## config.mk

```make
export PLATFORM = sky130hd
export DESIGN_NAME = alu_issue_queue
export DESIGN_NICKNAME = d
export VERILOG_FILES = /design/src/rtl/alu_issue_queue.sv
export SDC_FILE = /design/constraint.sdc
export NUM_CORES = 1
export LEC_CHECK = 0
export ABC_AREA = 1
export BUFFER_PORTS_ARGS = -buffer_cell sky130_fd_sc_hd__buf_4
export CAP_MARGIN = 20
export CORE_MARGIN = 2
export CORE_UTILIZATION = 58
export DETAILED_ROUTE_END_ITERATION = 16
export GPL_ROUTABILITY_DRIVEN = 1
export PLACE_DENSITY = 0.81
export SYNTH_ARGS = -nofsm -noshare
export SYNTH_HDL_FRONTEND = slang
export SYNTH_SLANG_ARGS = --single-unit
```

## constraint.sdc

```tcl
create_clock -name clk -period 2.6 [get_ports clk]
set_clock_uncertainty 0.15 [all_clocks]
set_input_delay 0.26 -clock clk [delete_from_list [all_inputs] [get_ports clk]]
set_output_delay 0.26 -clock clk [all_outputs]
set_load 0.02 [all_outputs]
```

## src/rtl/alu_issue_queue.sv

```systemverilog
// alu_issue_queue: operand issue stage in front of the 32-bit ripple ALU.
//   Buffers {dataA, dataB, funct} ops in a DEPTH-entry FIFO. Drives the head
//   entry combinationally onto the ALU inputs, and captures the ALU result into
//   a valid/ready output register. Unsupported funct codes yield out_data=0
//   with out_err=1.
// Ports:
//   clk, reset (async, active-low)
//   in_valid/in_ready, in_dataA, in_dataB, in_funct   upstream op handshake
//   alu_dataA, alu_dataB, alu_Signal                   head entry to the ALU (combinational)
//   alu_dataOut                                        ALU result (same cycle)
//   out_valid/out_ready, out_data, out_err             result handshake
// Optional feature (macro ALU_ISSUE_STATS_EN):
//   stat_ops[15:0], stat_err[15:0]: saturating issue / error-issue counters.
module alu_issue_queue #(
    parameter int unsigned DEPTH = 4,
    parameter int unsigned PTR_W = 2
) (
    input  logic        clk,
    input  logic        reset,
    input  logic        in_valid,
    output logic        in_ready,
    input  logic [31:0] in_dataA,
    input  logic [31:0] in_dataB,
    input  logic [5:0]  in_funct,
    output logic [31:0] alu_dataA,
    output logic [31:0] alu_dataB,
    output logic [5:0]  alu_Signal,
    input  logic [31:0] alu_dataOut,
    output logic        out_valid,
    input  logic        out_ready,
    output logic [31:0] out_data,
`ifdef ALU_ISSUE_STATS_EN
    output logic [15:0] stat_ops,
    output logic [15:0] stat_err,
`endif
    output logic        out_err
);

    localparam int unsigned DATA_W  = 32;
    localparam int unsigned FUNCT_W = 6;
    localparam int unsigned CNT_W   = PTR_W + 1;

    typedef struct packed {
        logic [DATA_W-1:0]  a;
        logic [DATA_W-1:0]  b;
        logic [FUNCT_W-1:0] funct;
    } op_t;

    op_t               mem_q [DEPTH];
    op_t               mem_d [DEPTH];
    logic [PTR_W-1:0]  wr_ptr_q, wr_ptr_d;
    logic [PTR_W-1:0]  rd_ptr_q, rd_ptr_d;
    logic [CNT_W-1:0]  count_q, count_d;
    logic              out_valid_q, out_valid_d;
    logic [DATA_W-1:0] out_data_q, out_data_d;
    logic              out_err_q, out_err_d;

    logic push_c;
    logic pop_c;
    logic legal_c;
    op_t  head_c;

    // Handshake decisions; a full queue refuses pushes even when popping.
    always_comb begin
        in_ready = (count_q != CNT_W'(DEPTH));
        push_c   = in_valid && in_ready;
        pop_c    = (count_q != '0) && (!out_valid_q || out_ready);
    end

    // Head entry onto the ALU; an empty queue presents an all-zero NOP.
    always_comb begin
        head_c = '0;
        if (count_q != '0) begin
            head_c = mem_q[rd_ptr_q];
        end
    end

    assign alu_dataA  = head_c.a;
    assign alu_dataB  = head_c.b;
    assign alu_Signal = head_c.funct;

    // Funct codes the ALU implements: ADD, SUB, AND, OR, SLT.
    always_comb begin
        legal_c = 1'b0;
        case (head_c.funct)
            6'd32, 6'd34, 6'd36, 6'd37, 6'd42: legal_c = 1'b1;
            default:                           legal_c = 1'b0;
        endcase
    end

    // Next-state for FIFO storage, pointers, count and result register.
    always_comb begin
        mem_d       = mem_q;
        wr_ptr_d    = wr_ptr_q;
        rd_ptr_d    = rd_ptr_q;
        count_d     = count_q;
        out_valid_d = out_valid_q;
        out_data_d  = out_data_q;
        out_err_d   = out_err_q;

        if (push_c) begin
            mem_d[wr_ptr_q] = '{a: in_dataA, b: in_dataB, funct: in_funct};
            wr_ptr_d        = wr_ptr_q + PTR_W'(1);
        end

        if (pop_c) begin
            rd_ptr_d    = rd_ptr_q + PTR_W'(1);
            out_valid_d = 1'b1;
            out_data_d  = legal_c ? alu_dataOut : '0;
            out_err_d   = !legal_c;
        end else if (out_valid_q && out_ready) begin
            // Drain: data/err keep their last value.
            out_valid_d = 1'b0;
        end

        case ({push_c, pop_c})
            2'b10:   count_d = count_q + CNT_W'(1);
            2'b01:   count_d = count_q - CNT_W'(1);
            default: count_d = count_q;
        endcase
    end

    always_ff @(posedge clk or negedge reset) begin
        if (!reset) begin
            for (int i = 0; i < int'(DEPTH); i++) begin
                mem_q[i] <= '0;
            end
            wr_ptr_q    <= '0;
            rd_ptr_q    <= '0;
            count_q     <= '0;
            out_valid_q <= 1'b0;
            out_data_q  <= '0;
            out_err_q   <= 1'b0;
        end else begin
            mem_q       <= mem_d;
            wr_ptr_q    <= wr_ptr_d;
            rd_ptr_q    <= rd_ptr_d;
            count_q     <= count_d;
            out_valid_q <= out_valid_d;
            out_data_q  <= out_data_d;
            out_err_q   <= out_err_d;
        end
    end

    assign out_valid = out_valid_q;
    assign out_data  = out_data_q;
    assign out_err   = out_err_q;

`ifdef ALU_ISSUE_STATS_EN
    localparam int unsigned STAT_W = 16;

    logic [STAT_W-1:0] stat_ops_q, stat_ops_d;
    logic [STAT_W-1:0] stat_err_q, stat_err_d;

    // Saturating issue counters.
    always_comb begin
        stat_ops_d = stat_ops_q;
        stat_err_d = stat_err_q;
        if (pop_c && (stat_ops_q != '1)) begin
            stat_ops_d = stat_ops_q + STAT_W'(1);
        end
        if (pop_c && !legal_c && (stat_err_q != '1)) begin
            stat_err_d = stat_err_q + STAT_W'(1);
        end
    end

    always_ff @(posedge clk or negedge reset) begin
        if (!reset) begin
            stat_ops_q <= '0;
            stat_err_q <= '0;
        end else begin
            stat_ops_q <= stat_ops_d;
            stat_err_q <= stat_err_d;
        end
    end

    assign stat_ops = stat_ops_q;
    assign stat_err = stat_err_q;
`endif

endmodule

```

# Word-level counts from Yosys, hierarchy flattened
# Cells that the tools add are included.
[totals]
reg_bits = 321
memories = 0
in_bits = 106
ram_bits = 0
output_inout_bits = 105
mem_bits_ro = 0
latchBits = 0
[op_classes]
reduce_logical = 11
shifts = 0
muxes = 12
addsub = 4
magnitude_cmp = 3
multipliers = 0
div_mod_pow = 0
bitwise = 2
eq_ne = 8
[op_table]
columns = ["operator", "count"]
rows = [
  ["280-bit bitwise mux", 1],
  ["70-bit 2-to-1 mux", 4],
  ["70-bit binary-select mux with 2-bit select", 1],
  ["70-bit demux with 2-bit select", 1],
  ["32-bit 2-to-1 mux", 1],
  ["6-bit == test, second input constant", 5],
  ["3-bit greater-or-equal comparator, second input constant", 2],
  ["2-bit NOT with 3-bit output", 2],
  ["3-bit case mux with 2 select lines", 1],
  ["5-bit OR reduction", 1],
  ["2-bit by 1-bit adder with 2-bit output, second input constant", 2],
  ["1-bit logical AND", 4],
  ["2-bit nonzero test", 2],
  ["3-bit by 1-bit adder with 3-bit output, second input constant", 1],
  ["3-bit by 1-bit < comparator with 1-bit output, second input constant", 1],
  ["1-bit 2-to-1 mux", 3],
  ["3-bit inequality test, second input constant", 1],
  ["3-bit nonzero test", 1],
  ["3-bit by 1-bit subtractor with 3-bit output, second input constant", 1],
  ["2-bit by 1-bit == test with 1-bit output, second input constant", 1],
  ["2-bit == test, second input constant", 1],
  ["1-bit logical NOT", 2],
  ["1-bit logical OR", 1],
]

# Logic depth before layout (Yosys ltp)
[depth]
ltp_word = 9
mapped_depth = 12
ltp_nobuf = 10

# Worst setup path after synthesis
# OpenSTA, ideal clock, no wires.
[synth_path]
path_kind = "register to register"
start = "reg count_q[0]"
end = "reg count_q[2]"
arrival_time_ns = 1.909
stages_incl_launch_ff = 12
setup_time_ns = 0.131
path_slack_ns = 0.410
period_less_slack_ns = 2.190
path_buffers = 1
path_cell_list = "dfrtp_1 inv_2 nand3_2 nand2_2 inv_2 buf_2 ha_1 inv_1 fa_1 a21oi_1 o21ai_0 xor2_1"
[synth_between]
elab_chain_len = 4
elab_cells_between_ends = 10
[synth_rtl]
columns = ["element", "line", "text"]
rows = [
  ["start, declared", "53", "logic [CNT_W-1:0] count_q, count_d;"],
  ["start signal, assigned", "138", "count_q <= count_d;"],
  ["3-bit inequality test or 3-bit nonzero test (tied branches)", "65, 67", ""],
  ["1-bit logical AND (on tied branches)", "66, 67", ""],
  ["2-bit by 1-bit == test with 1-bit output or 2-bit == test (tied branches)", "116", "case ({push_c, pop_c})"],
  ["3-bit case mux with 2 select lines or 2-bit nonzero test (tied branches)", "-", ""],
]
# Parallel ways exist; a longest one is shown, timed or not.
# A chain may end at the register's enable or synchronous reset.

# Final worst setup path
[layout_path]
start = "reg rd_ptr_q[0]"
end = "out alu_dataA[21]"
[layout_between]
elab_chain_len = 5
[layout_rtl]
columns = ["element", "line", "text"]
rows = [
  ["start, declared", "52", "logic [PTR_W-1:0] rd_ptr_q, rd_ptr_d;"],
  ["start signal, assigned", "137", "rd_ptr_q <= rd_ptr_d;"],
  ["2-bit NOT with 3-bit output (not written as such)", "74", "head_c = mem_q[rd_ptr_q];"],
  ["70-bit binary-select mux with 2-bit select", "74", ""],
  ["70-bit 2-to-1 mux (not written as such) (2 in series)", "74", ""],
  ["70-bit 2-to-1 mux", "73", "if (count_q != '0) begin"],
  ["end, declared", "25", "output logic [31:0] alu_dataA,"],
]
# Every way passes these cells. The select of a mux whose other input is x is not followed.

==> results_dict.tcl <==
set metrics [dict create \
    grt_max_degree 96 \
    critical_path.most_common_cell "a21oi_1" \
    grt_pass1_vias 12470 \
    path_class "register to primary output" \
    grt.overflow.total 0 \
    track_usage_pct 28.87 \
    syn_area_per_cell_um2 9.537 \
    core-area_mm2 0.02504 \
    dpl_worst_slack_ns 0.3952 \
    fin_ws_ns 0.002224 \
    utilization_pct 75.38 \
    drtPass1Iterations 8 \
    power.internal_mw 15.60 \
    die-area_mm2 0.02664 \
    seq_power_share_pct 32.0 \
    clock_latency_ns 0.50 \
    arrival_ns 2.19 \
    fmaxAchievable_mhz 384.9 \
    pwr-share-clk_pct 18.9 \
    io_pins 211 \
    antenna_found_initial 1 \
    min_period_ns 2.598 \
    critical-path-max-stage-delay_ns 0.53 \
    drcViolationCount 0 \
    syn-num-nets 1654 \
    port_buffers 210 \
    yosysWarnings 0 \
    area_delta_synth_final_pct 28.34 \
    outcome "finished clean" \
    syn-cell-area_mm2 0.01471 \
    ys_types 28 \
    cts_inserted_buffers 34 \
    path_cells "buf_12 > a21oi_1 > o21ai_0 > a21oi_1 > buf_4" \
    cp-start-kind "register" \
    ir_drop_mv 0.9367 \
    p_total_mw 26.69 \
    drv_slew 0 \
    finalWeightedCongestion 0.7987 \
    fin_crit_sh_pct 99.91 \
    rsz0062_at_grt "true" \
    routedWlPerCell_um 17.55 \
    ys_ff_latch 321 \
    p_sw_mw 11.09 \
    ys_seq_area_share_pct 54.62 \
    start_util_pct 58.74 \
    grt_pass1_wl_mm 61.81 \
    root_buffer "clkbuf_16" \
    tightest_slew_ns 0.5821 \
    power_frac_comb_pct 49.2 \
    syn_inst 1542 \
    p_leak_nw 8.787 \
    final_common_cell "dfrtp_1" \
    hold_viol_final 0 \
    drt-total-wl_mm 38.18 \
    drv_cap 0 \
    power_density_mw_per_mm2 1414 \
    avgViaCountPerCell 5.636 \
    vias 12260 \
    holdCritPathClass "input pin to asynchronous set/reset pin" \
    critical_path.slowest_cell "dfrtp_4" \
    rows 58 \
    clkSlewWorstSetupHoldPaths_ns 0.06 \
    layout_common_cells "dfrtp_1 (319), nand2_1 (271), o21ai_0 (234)" \
    crit_fanout 95 \
    critPathTopFamily "compound AO/OA/AOI/OAI gates" \
    maxSlewHeadroom_pct 61.13 \
    cts_tree "yes" \
    setup_viol_count_final 0 \
    p_sw_share_pct 41.57 \
    critical_path_required_ns 2.19 \
    cts.path.max_buffers 3 \
    critPathBufInv 2 \
    cts_sinks 321 \
    die_w_um 163.2 \
    hpwlAfterDp_mm 21.58 \
    nets 1931 \
    htree_levels 2 \
    ant_nets 0 \
    layout-drive-gt1-share_pct 17.74 \
    dieHeight_um 163.2 \
    drt_iter0_drc 980 \
    nFillCells 1617 \
    end_kind "primary output" \
]
## worst register-to-register path, cell delays in order, from the launching register on
cell and delay, ns:
dfrtp_4 0.48, buf_12 0.34, nand2_1 0.13, nand3_1 0.12, nand2_1 0.10, nand3_1 0.09, nand2_1 0.07, inv_2 0.43
nand3b_1 0.18, nand2_1 0.16
## cells in the mapped netlist
| cell type | number | share of area, % |
|---|---|---|
| a21oi_1 | 197 | 6.7 |
| nand2_2 | 4 | 0.17 |
| mux2_2 | 6 | 0.46 |
| nand3_4 | 1 | 0.12 |
| inv_2 | 6 | 0.15 |
| nand2_1 | 271 | 6.9 |
| ha_1 | 5 | 0.43 |
| inv_1 | 150 | 3.8 |
| nand3b_1 | 32 | 1.6 |
| nand3_1 | 15 | 0.51 |
| nor2_4 | 3 | 0.23 |
| buf_6 | 5 | 0.38 |
| o21ai_0 | 234 | 8.0 |
| buf_2 | 39 | 1.3 |
| o21ai_1 | 36 | 1.2 |
| nand3_2 | 2 | 0.14 |
| fa_1 | 1 | 0.14 |
| nand2_4 | 1 | 0.077 |
| clkbuf_1 | 36 | 0.92 |
| xor2_1 | 3 | 0.18 |
| mux2_1 | 134 | 10 |
| nor2_8 | 1 | 0.14 |
| nor2_1 | 8 | 0.20 |
| inv_4 | 1 | 0.043 |
| buf_4 | 17 | 0.87 |
| xnor2_1 | 1 | 0.060 |
| buf_1 | 12 | 0.31 |
| dfrtp_1 | 321 | 55 |
## layer usage
layer / part of all wire, % / vias to the layer above / global-route usage (%)
met2: 50 / 496 / 49.12
met4: 3.6 / 0 / 11.30
met1: 41 / 6000 / 37.73
met5: 0 / - / 0
li1: - / 5650 / -
met3: 5.9 / 112 / 3.936
## stage by stage
stage                     hold WS [ns]  setup TNS [ns]  instances  cell area [um^2]
after global placement          0.1143               0       2002             16580
after detailed placement        0.1144               0       2002             16580
after global routing            0.2007        -0.09472       2174             18870
after CTS                       0.1797               0       2167             18810
final                           0.1547               0       2175             18870
after floorplan                -0.1856               0       1542             14710
## power groups by stage
| stage | Sequential [mW] | Clock, mW | Combinational (mW) |
|---|---|---|---|
| finish | 8.54 | 5.03 | 13.1 |
| global route | 8.82 | 5.30 | 14.3 |
| CTS | 8.49 | 5.09 | 12.9 |
| detailed placement | 8.55 | 0 | 12.6 |
| global placement | 8.43 | 0 | 12.3 |
| floorplan | 8.58 | 0 | 8.15 |
## cell families after synthesis
family / share of synthesized area (%)
adders and majority gates: 0.5616
muxes: 10.72
and+or+nand+nor: 10.13
xor gates and xnor gates: 0.2383
DFF: 54.62
AOI/OAI and AO/OA: 15.89
buffers and inverters: 7.828
## area by class of cell
type	count	area (um^2)	area share, %
diodes	2	5.005	0.02652
inverters	157	601.8	3.189
well taps	330	412.9	2.188
clock buffers	54	1090	5.774
clock inverters	6	82.58	0.4375
multi-input cells	955	5537	29.34
flip-flops and latches	321	8038	42.59
repair inverters	1	8.758	0.04641
repair buffers	349	3098	16.41
## state kept, by name (all words and copies together) (netlist names)
| name | cells |
|---|---|
| count_q | 3 |
| mem_q | 280 |
| out_data | 32 |
| out_err | 1 |
| out_valid | 1 |
| rd_ptr_q | 2 |
| wr_ptr_q | 2 |
## timing repair
| item | in CTS | in global routing |
|---|---|---|
| pin swaps | 0 | 1 |
| endpoints found under the hold margin | 376 | 0 |
| hold buffers | 105 | 0 |
| endpoints found under the setup margin | 39 | 38 |
| buffers inserted | 0 | 5 |
| resized for setup | 2 | 3 |
| gates cloned | 0 | 1 |
## worst paths after layout
path                                            end                     from  slack (ns)  cells after the start
max                                   alu_dataA[21]  rd_ptr_q[0]$_DFFE_PN0P_       0.002                      5
min                          mem_q[194]$_DFFE_PN0P_                    reset        0.15                      2
max reg2reg                out_data[31]$_DFFE_PN0P_  rd_ptr_q[0]$_DFFE_PN0P_        0.28                      9
min reg2reg                  mem_q[222]$_DFFE_PN0P_   mem_q[222]$_DFFE_PN0P_        0.33                      1
max in group asynchronous   rd_ptr_q[0]$_DFFE_PN0P_                    reset        1.41                      3
min in group clk             mem_q[222]$_DFFE_PN0P_   mem_q[222]$_DFFE_PN0P_        0.33                      1
(Power assumes the default switching activity.)
